`config.mk`:
```
export PLATFORM = sky130hd
export DESIGN_NAME = peripheral_crc_stream
export DESIGN_NICKNAME = d
export VERILOG_FILES = /design/src/rtl/crc_stream_defs_pkg.sv /design/src/rtl/crc_serial_engine.sv /design/src/rtl/peripheral_crc_stream.sv
export SDC_FILE = /design/constraint.sdc
export NUM_CORES = 1
export LEC_CHECK = 0
export BUFFER_PORTS_ARGS = -buffer_cell sky130_fd_sc_hd__buf_2
export CAP_MARGIN = 15
export CORE_MARGIN = 1
export CORE_UTILIZATION = 45
export DETAILED_ROUTE_END_ITERATION = 10
export PLACE_DENSITY_LB_ADDON = 0.05
export SLEW_MARGIN = 40
export SYNTH_ARGS = -nofsm -noshare
export SYNTH_HDL_FRONTEND = slang
export SYNTH_SLANG_ARGS = --single-unit
```
`constraint.sdc`:
```
create_clock -name clk -period 2.7 [get_ports clk]
set_input_delay 0.27 -clock clk [delete_from_list [all_inputs] [get_ports clk]]
set_output_delay 0.27 -clock clk [all_outputs]
set_load 0.02 [all_outputs]
```
`src/rtl/crc_stream_defs_pkg.sv`:
```
// Shared definitions for the CRC stream peripheral: register addresses,
// STATUS bit positions, engine state encoding and FIFO entry layout.
package crc_stream_defs_pkg;

  localparam logic [3:0] A_DATA16 = 4'h0;
  localparam logic [3:0] A_DATA8  = 4'h2;
  localparam logic [3:0] A_CTRL   = 4'h4;
  localparam logic [3:0] A_STATUS = 4'h6;
  localparam logic [3:0] A_CRC_LO = 4'h8;
  localparam logic [3:0] A_CRC_HI = 4'hA;
  localparam logic [3:0] A_COUNT  = 4'hC;

  localparam int ST_BUSY  = 0;
  localparam int ST_EMPTY = 1;
  localparam int ST_FULL  = 2;
  localparam int ST_OVF   = 3;
  localparam int ST_DONE  = 4;

  typedef enum logic {
    ENG_IDLE  = 1'b0,
    ENG_SHIFT = 1'b1
  } eng_state_t;

  // len8 marks a DATA8 entry; its payload sits in data[7:0]
  typedef struct packed {
    logic        len8;
    logic [15:0] data;
  } fifo_entry_t;

endpackage

```
`src/rtl/crc_serial_engine.sv`:
```
// Bit-serial MSB-first CRC engine: pops one FIFO entry when idle and folds
// 8 or 16 bits into the running CRC, one bit per clock.
module crc_serial_engine
  import crc_stream_defs_pkg::*;
#(
  parameter int          CRC_W = 7,
  parameter logic [31:0] POLY  = 32'h0000_0009,
  parameter logic [31:0] INIT  = 32'h0000_0000
) (
  input  logic             clk,
  input  logic             rst,
  input  logic             clear,
  // Handshake: an entry transfers on a clock edge where in_valid && in_ready.
  // in_ready is high only in IDLE and never while clear is asserted.
  input  logic             in_valid,
  output logic             in_ready,
  input  fifo_entry_t      in_entry,
  output logic [CRC_W-1:0] crc,
  output logic [15:0]      count,
  output logic             busy,
  output eng_state_t       state
);

  localparam logic [CRC_W-1:0] POLY_W = POLY[CRC_W-1:0];
  localparam logic [CRC_W-1:0] INIT_W = INIT[CRC_W-1:0];

  eng_state_t       state_q, state_d;
  logic [15:0]      sr_q, sr_d;
  logic [3:0]       bitcnt_q, bitcnt_d;
  logic             len8_q, len8_d;
  logic [CRC_W-1:0] crc_q, crc_d;
  logic [15:0]      count_q, count_d;
  logic [CRC_W-1:0] crc_sh;
  logic             fb;

  always_ff @(posedge clk or posedge rst) begin
    if (rst) begin
      state_q  <= ENG_IDLE;
      sr_q     <= '0;
      bitcnt_q <= '0;
      len8_q   <= 1'b0;
      crc_q    <= INIT_W;
      count_q  <= '0;
    end else begin
      state_q  <= state_d;
      sr_q     <= sr_d;
      bitcnt_q <= bitcnt_d;
      len8_q   <= len8_d;
      crc_q    <= crc_d;
      count_q  <= count_d;
    end
  end

  always_comb begin
    state_d  = state_q;
    sr_d     = sr_q;
    bitcnt_d = bitcnt_q;
    len8_d   = len8_q;
    crc_d    = crc_q;
    count_d  = count_q;
    fb       = 1'b0;
    crc_sh   = crc_q << 1;
    in_ready = (state_q == ENG_IDLE) && !clear;

    if (clear) begin
      // Abort any in-flight entry and restart from the seed value
      state_d  = ENG_IDLE;
      sr_d     = '0;
      bitcnt_d = '0;
      len8_d   = 1'b0;
      crc_d    = INIT_W;
      count_d  = '0;
    end else begin
      case (state_q)
        ENG_IDLE: begin
          if (in_valid) begin
            sr_d     = in_entry.len8 ? {in_entry.data[7:0], 8'h00} : in_entry.data;
            bitcnt_d = in_entry.len8 ? 4'd7 : 4'd15;
            len8_d   = in_entry.len8;
            state_d  = ENG_SHIFT;
          end
        end
        ENG_SHIFT: begin
          fb    = crc_q[CRC_W-1] ^ sr_q[15];
          crc_d = crc_sh ^ (fb ? POLY_W : '0);
          sr_d  = sr_q << 1;
          if (bitcnt_q == 4'd0) begin
            count_d = count_q + (len8_q ? 16'd1 : 16'd2);
            state_d = ENG_IDLE;
          end else begin
            bitcnt_d = bitcnt_q - 4'd1;
          end
        end
        default: state_d = ENG_IDLE;
      endcase
    end
  end

  assign crc   = crc_q;
  assign count = count_q;
  assign busy  = (state_q == ENG_SHIFT);
  assign state = state_q;

endmodule

```
`src/rtl/peripheral_crc_stream.sv`:
```
// Memory-mapped CRC stream peripheral for the J1 I/O bus: register decode,
// input FIFO with sticky overflow, and a bit-serial CRC engine.
module peripheral_crc_stream
  import crc_stream_defs_pkg::*;
#(
  parameter int          CRC_W      = 7,
  parameter logic [31:0] POLY       = 32'h0000_0009,
  parameter logic [31:0] INIT       = 32'h0000_0000,
  parameter int          FIFO_DEPTH = 4
) (
  input  logic        clk,
  input  logic        rst,
  input  logic [15:0] d_in,
  input  logic        cs,
  input  logic [3:0]  addr,
  input  logic        rd,
  input  logic        wr,
  output logic [15:0] d_out
);

  localparam int PTR_W = $clog2(FIFO_DEPTH);

  fifo_entry_t      mem [FIFO_DEPTH];
  logic [PTR_W:0]   wr_ptr, rd_ptr;
  logic             ovf;
  logic             empty, full;
  logic             wr_en, rd_en, data_wr, init, push, pop, ovf_set;
  fifo_entry_t      new_entry;
  logic             eng_ready, busy, done;
  eng_state_t       eng_state;
  logic [CRC_W-1:0] crc;
  logic [15:0]      count;
  logic [31:0]      crc_ext;

  assign wr_en   = cs && wr;
  assign rd_en   = cs && rd;
  assign data_wr = wr_en && ((addr == A_DATA16) || (addr == A_DATA8));
  assign init    = wr_en && (addr == A_CTRL) && d_in[0];

  // Extra pointer MSB distinguishes full from empty when the indices match
  assign empty = (wr_ptr == rd_ptr);
  assign full  = (wr_ptr[PTR_W] != rd_ptr[PTR_W]) &&
                 (wr_ptr[PTR_W-1:0] == rd_ptr[PTR_W-1:0]);

  // INIT beats a same-cycle push: the word is discarded without flagging ovf
  assign pop     = !empty && eng_ready;
  assign push    = data_wr && !init && (!full || pop);
  assign ovf_set = data_wr && !init && full && !pop;

  assign new_entry = {(addr == A_DATA8), d_in};

  always_ff @(posedge clk or posedge rst) begin
    if (rst) begin
      wr_ptr <= '0;
      rd_ptr <= '0;
      ovf    <= 1'b0;
    end else if (init) begin
      wr_ptr <= '0;
      rd_ptr <= '0;
      ovf    <= 1'b0;
    end else begin
      if (push)    wr_ptr <= wr_ptr + 1'b1;
      if (pop)     rd_ptr <= rd_ptr + 1'b1;
      if (ovf_set) ovf    <= 1'b1;
    end
  end

  always_ff @(posedge clk) begin
    if (push) mem[wr_ptr[PTR_W-1:0]] <= new_entry;
  end

  crc_serial_engine #(
    .CRC_W (CRC_W),
    .POLY  (POLY),
    .INIT  (INIT)
  ) u_engine (
    .clk      (clk),
    .rst      (rst),
    .clear    (init),
    .in_valid (!empty),
    .in_ready (eng_ready),
    .in_entry (mem[rd_ptr[PTR_W-1:0]]),
    .crc      (crc),
    .count    (count),
    .busy     (busy),
    .state    (eng_state)
  );

  assign done = (eng_state == ENG_IDLE) && empty;

  always_comb begin
    crc_ext            = '0;
    crc_ext[CRC_W-1:0] = crc;
  end

  always_comb begin
    d_out = '0;
    if (rd_en) begin
      case (addr)
        A_STATUS: begin
          d_out[ST_BUSY]  = busy;
          d_out[ST_EMPTY] = empty;
          d_out[ST_FULL]  = full;
          d_out[ST_OVF]   = ovf;
          d_out[ST_DONE]  = done;
        end
        A_CRC_LO: d_out = crc_ext[15:0];
        A_CRC_HI: d_out = crc_ext[31:16];
        A_COUNT:  d_out = count;
        default:  d_out = '0;
      endcase
    end
  end

endmodule

```
---- After elaboration in Yosys (flattened, before gate mapping) ----
Memory sizes are Yosys's and may differ from the RTL's.
Index checks and enable logic that the tools add are counted.
W data, S select, Z words.
word-level totals
  logic and storage cells ................. 92
  register bits ........................... 52
  memory bits (writable) .................. 68
  bits in latches ......................... 0
  bits of input ports ..................... 25
  memories kept ........................... 1
  bits in read-only memories .............. 0
cells by class
  bitwise gates (word level) .............. 3
  add/sub/neg operators ................... 4
  mux-type cells .......................... 34
  eq/ne operators ......................... 12
  $mul .................................... 0
  divide/modulo/power cells ............... 0
  magnitude comparators ................... 0
  reduce and logical (&&, ||, !) cells .... 29
  shift-type cells ........................ 0
memory list
  memory  words  width  rd ports  clocked after memory_dff  wr ports  line                         RTL
  mem     4      17     1         0                         1         peripheral_crc_stream.sv:23  fifo_entry_t mem [FIFO_DEPTH];
operators with widths
  cell                   count
  $mux W16               7
  $pmux W16 S2           1
  $pmux W11 S2           1
  $mux W4                5
  $add A16 B16 Y16       1
  $pmux W5 S3            1
  $mux W7                2
  $logic_and A1 B1 Y1    13
  $mux W3                4
  $mux W1                10
  $reduce_bool A2 Y1     5
  $eq A4 B3 Y1 const B   2
  $eq A4 B4 Y1 const B   2
  $logic_not A4 Y1       2
  $pmux W4 S2            1
  $xor A7 B7 Y7          1
  $add A3 B1 Y3 const B  2
  $ne A3 B2 Y1 const B   2
  $reduce_and A2 Y1      3
  $eq A4 B2 Y1 const B   1
  $logic_not A1 Y1       4
  $ne A2 B1 Y1 const B   2
  $sub A4 B1 Y4 const B  1
  $eq A3 B3 Y1           1
  other kinds (7)        8

---- Logic depth before layout (Yosys ltp) ----
  depth in word-level cells ............... 10
  mapped depth ............................ 7
  mapped depth without buffers ............ 6

---- Hierarchy ----
A second synthesis with hierarchy kept.
unflattened totals
  cell total of the unflattened synthesis .. 420
  area, all modules ....................... 5556.6 um2
modules (own cells, without submodules)
  module                 sequential area each (um2)  cells each  instances  area each (um2)
  peripheral_crc_stream  2217.1                      186         1          3258.1
  crc_serial_engine      1126.1                      234         1          2298.5

---- Worst setup path before layout ----
OpenSTA, ideal clock, no wires.
  kind .................................... flip-flop to flip-flop
  start point ............................. reg rd_ptr[1]
  end point ............................... mem mem[3][0] (netlist bit), enable pin
  clock period less this slack ............ 2.232 ns
  arrival time ............................ 1.841 ns
  stages on the path, launching flop included .. 5
  data required time ...................... 2.309 ns
  path slack .............................. 0.468 ns
  cells stage by stage .................... dfrtp_1 > buf_6 > xnor2_1 > and4_1 > nor3b_2
between the ends
  cells in the longest elaborated chain, start to end .. 7
RTL lines
  item                                                            line                                                      RTL
  from (decl)                                                     peripheral_crc_stream.sv:24                               logic [PTR_W:0] wr_ptr, rd_ptr;
  from (signal assigned)                                          peripheral_crc_stream.sv:63                               if (pop) rd_ptr <= rd_ptr + 1'b1;
  $eq A3 B3 Y1 / $eq A2 B2 Y1 (equally long branches)             peripheral_crc_stream.sv:41, peripheral_crc_stream.sv:43
  $logic_not A1 Y1 / $logic_and A1 B1 Y1 (equally long branches)  -
  $logic_and A1 B1 Y1 / $logic_not A1 Y1 (equally long branches)  peripheral_crc_stream.sv:46, peripheral_crc_stream.sv:47
  $logic_or A1 B1 Y1 *                                            peripheral_crc_stream.sv:47                               assign push = data_wr && !init && (!full || pop);
  $logic_and A1 B1 Y1 *                                           peripheral_crc_stream.sv:47
  $mux W1 *                                                       peripheral_crc_stream.sv:69                               if (push) mem[wr_ptr[PTR_W-1:0]] <= new_entry;
  $mux W1 (not written as such) *                                 peripheral_crc_stream.sv:69
  to (decl)                                                       peripheral_crc_stream.sv:23
Mark *: on every way between the ends. The rest lies on a longest branch, timed or not.

---- Final worst setup path ----
  start point ............................. reg rd_ptr[1]
  end point ............................... out d_out[4]
between the ends
  cells in the longest elaborated chain, start to end .. 4
RTL lines
  item                 line                         RTL
  $eq A3 B3 Y1         peripheral_crc_stream.sv:41  assign empty = (wr_ptr == rd_ptr);
  $logic_and A1 B1 Y1  peripheral_crc_stream.sv:89  assign done = (eng_state == ENG_IDLE) && empty;
  $pmux W5 S3          peripheral_crc_stream.sv:99  case (addr)
  $mux W16             peripheral_crc_stream.sv:98  if (rd_en) begin
  to (decl)            peripheral_crc_stream.sv:18  output logic [15:0] d_out
No other way between the ends.

==> out/qor.csv <==
metric;value;unit
worst_ep_required_time;2.43;ns
regToRegStartpoint;u_engine.len8_q$_DFFE_PP0P_;
routed_wl;11700;um
dr.pass1.iters;5;
outcome;complete, no violations;
p_seq_share;37.0;%
tritoncts;done;
cts_htree_levels;4;
crit_path_frequent_cell;buf_4;
clock_path_buffers;2;
async_reset_ff_share;43.3;%
holdPathEnd;mem[3][9]$_DFFE_PP_;
register_area;0.00334;mm^2
hpwl;7840;um
syn-cell-area;0.00556;mm^2
drive_gt1_share;25.3;%
vias;3557;
r2r_cells;6;
dp_cells;604;
antenna_found_initial;0;
cts.clk_slew.worst_paths;0.05;ns
tightestPinTransition;0.597;ns
crit_arrival;2.20;ns
grt_pass1_wl;19000;um
root_buffer;clkbuf_16;
max-slew-margin-rel;60.0;%
place_congestion;0.799;
syn-num-nets;449;
nNetsFinal;511;
pwr-share-comb;33.1;%
die_y;113;um
die-width;113;um
std_cell_rows;40;
worstSetupEndpointType;output pin;
avgSynthCellArea;13.4;um^2
grt_max_degree;40;
min_period;2.47;ns
grt_pass1_vias;3558;
viasPerCell;5.58;
worstSetupPathType;flop to output pin;
cp_cell_sequence;buf_4, xor2_1, buf_4, nor3_1, buf_4, nand3b_1, a21oi_1, buf_2;
finalMaxSlewViolations;0;
reg2reg_slack;0.40;ns
post-cts-setup-buffers;0;
synthCells;415;
port_buffers;40;
place_ws;0.402;ns
fillCellCount;1006;
fin_skew;0.0120;ns
internal_power;4.73;mW
cts_resized;0;
fmax;405;MHz
leakage;2.58;nW
r2r_end;u_engine.count[12]$_DFFE_PP0P_;
ant_nets;0;
synth-seq-area-share;60.1;%
synth_cell_type_count;50;
path_max_fanout;13;
antenna_cells;0;
tns;0;ns
drc;0;
grt-ovfl-total;0;
ys_ff_latch;120;
mostFrequentLayoutCell;edfxtp_1;
max_cap_viol_count;0;
final_cell_count_no_fill;637;
hp-start;d_in[9];
die_area;0.0128;mm^2
grt_use_total;20.4;%
vdd_drop_max;563;uV
p_sw;2.46;mW
final_cell_mix;edfxtp_1 (68), dfrtp_1 (52), buf_2 (40);
io_pins;41;
drt_iter0_drc;225;
hp-class;primary input to flop;
ys_warn_count;0;
cts.sinks;120;
cp_slowest_stage_delay;0.40;ns
start_util;46.3;%
finalWorstSetupSlack;0.230;ns
switching_share;34.2;%
cts_buffers;17;
clk_latency;0.41;ns
multi_input_area;0.00207;mm^2
critPathLaunchType;flop;
post-route-period-util;91.5;%
core_area;0.0120;mm^2
routedWlPerCell;18.4;um
slowest_stage;dfrtp_1;
min_path_cells;1;
power_density;1090;mW/mm^2
synth_ff_type;edfxtp_1;
hold_violations;0;
rsz0062_at_grt;false;
clkPwrFrac;29.9;%
syn2layout_area_growth;18.4;%
finalSetupViolCount;0;
synth_edf_count;68;
==> state kept, by name (all words and copies together) (netlist names) <==
register           count
wr_ptr                 3
u_engine.bitcnt_q      4
u_engine.count        16
rd_ptr                 3
ovf                    1
u_engine.busy          1
u_engine.crc           7
u_engine.sr_q         16
mem                   68
u_engine.len8_q        1
==> layer usage <==
layer | vias up | GRT usage [%] | part of all wire, %
li1 | 1702 | - | -
met1 | 1774 | 24.1 | 43
met2 | 64 | 34.5 | 52
met3 | 17 | 5.95 | 3.8
met4 | 0 | 9.21 | 1.8
met5 | - | 0 | 0
==> layout make-up <==
| type | count | share of cell area (%) |
|---|---|---|
| flip-flops and latches | 120 | 50.8 |
| multi-input cells | 263 | 31.5 |
| clock buffers | 21 | 6.69 |
| repair buffers | 63 | 5.70 |
| well taps | 147 | 2.79 |
| clock inverters | 11 | 1.90 |
| inverters | 12 | 0.684 |
==> stage by stage <==
step | total power [mW] | util, % | cell area, um^2 | hold WS [ns]
3_5_place_dp | 5.09 | 50.0 | 6010 | 0.261
3_3_place_gp | 5.04 | 50.0 | 6010 | 0.257
4_1_cts | 7.27 | 54.8 | 6580 | 0.0573
6_report | 7.20 | 54.8 | 6580 | 0.0723
5_1_grt | 7.68 | 54.8 | 6580 | 0.0540
2_1_floorplan | 4.41 | - | 5560 | 0.369
==> cells by family after synthesis <==
logic type,synth area share (%)
AND/OR/NAND/NOR,13.3
flip-flops,60.1
AO/OA/AOI/OAI,7.60
multiplexers,11.5
buffers and inverters,2.68
XOR/XNOR,2.63
adder cells (fa/ha/maj),2.16
==> worst max-delay path, delay by kind of cell, from the launching register on <==
family / cells / cell delay (ns)
buffers and inverters: 4 / 0.78
DFF: 1 / 0.40
and+or+nand+nor: 2 / 0.28
xor gates and xnor gates: 1 / 0.18
AOI/OAI and AO/OA: 1 / 0.13
==> power groups by stage <==
stage	logic, mW	registers [mW]	clock network (mW)
global placement	2.35	2.68	0
detailed placement	2.40	2.69	0
CTS	2.41	2.66	2.19
finish	2.38	2.66	2.15
floorplan	1.84	2.58	0
global route	2.67	2.73	2.28
==> cells in the mapped netlist (10+ instances only) <==
cell	instances	area share, %
a21oi_1	25	2.2
nor2_1	27	1.8
mux4_2	17	6.9
dfrtp_1	52	23
inv_1	12	0.81
edfxtp_1	68	37
mux2i_1	19	3.4
nor3_1	15	1.3
nand2_1	28	1.9
nor4_1	10	1.1
xnor2_1	10	1.6
and2_1	10	1.1
==> what timing repair did <==
| action | 4_1_cts | 5_1_grt |
|---|---|---|
| hold buffers | 1 | 0 |
| endpoints found under the hold margin | 13 | 0 |
| endpoints found under the setup margin | 0 | 0 |
==> worst max path at each step <==
| stage | start | endpoint | slack, ns |
|---|---|---|---|
| CTS | rd_ptr[1]$_DFFE_PP0P_ | d_out[4] | 0.20 |
| global placement | u_engine.len8_q$_DFFE_PP0P_ | u_engine.count[14]$_DFFE_PP0P_ | 0.48 |
| floorplan | rd_ptr[1]$_DFFE_PP0P_ | mem[3][0]$_DFFE_PP_ | 0.47 |
| detailed placement | u_engine.len8_q$_DFFE_PP0P_ | u_engine.count[12]$_DFFE_PP0P_ | 0.40 |
| global route | rd_ptr[1]$_DFFE_PP0P_ | d_out[4] | 0.07 |
| finish | rd_ptr[1]$_DFFE_PP0P_ | d_out[4] | 0.23 |
Note: power is estimated with default switching activity, not from simulation.
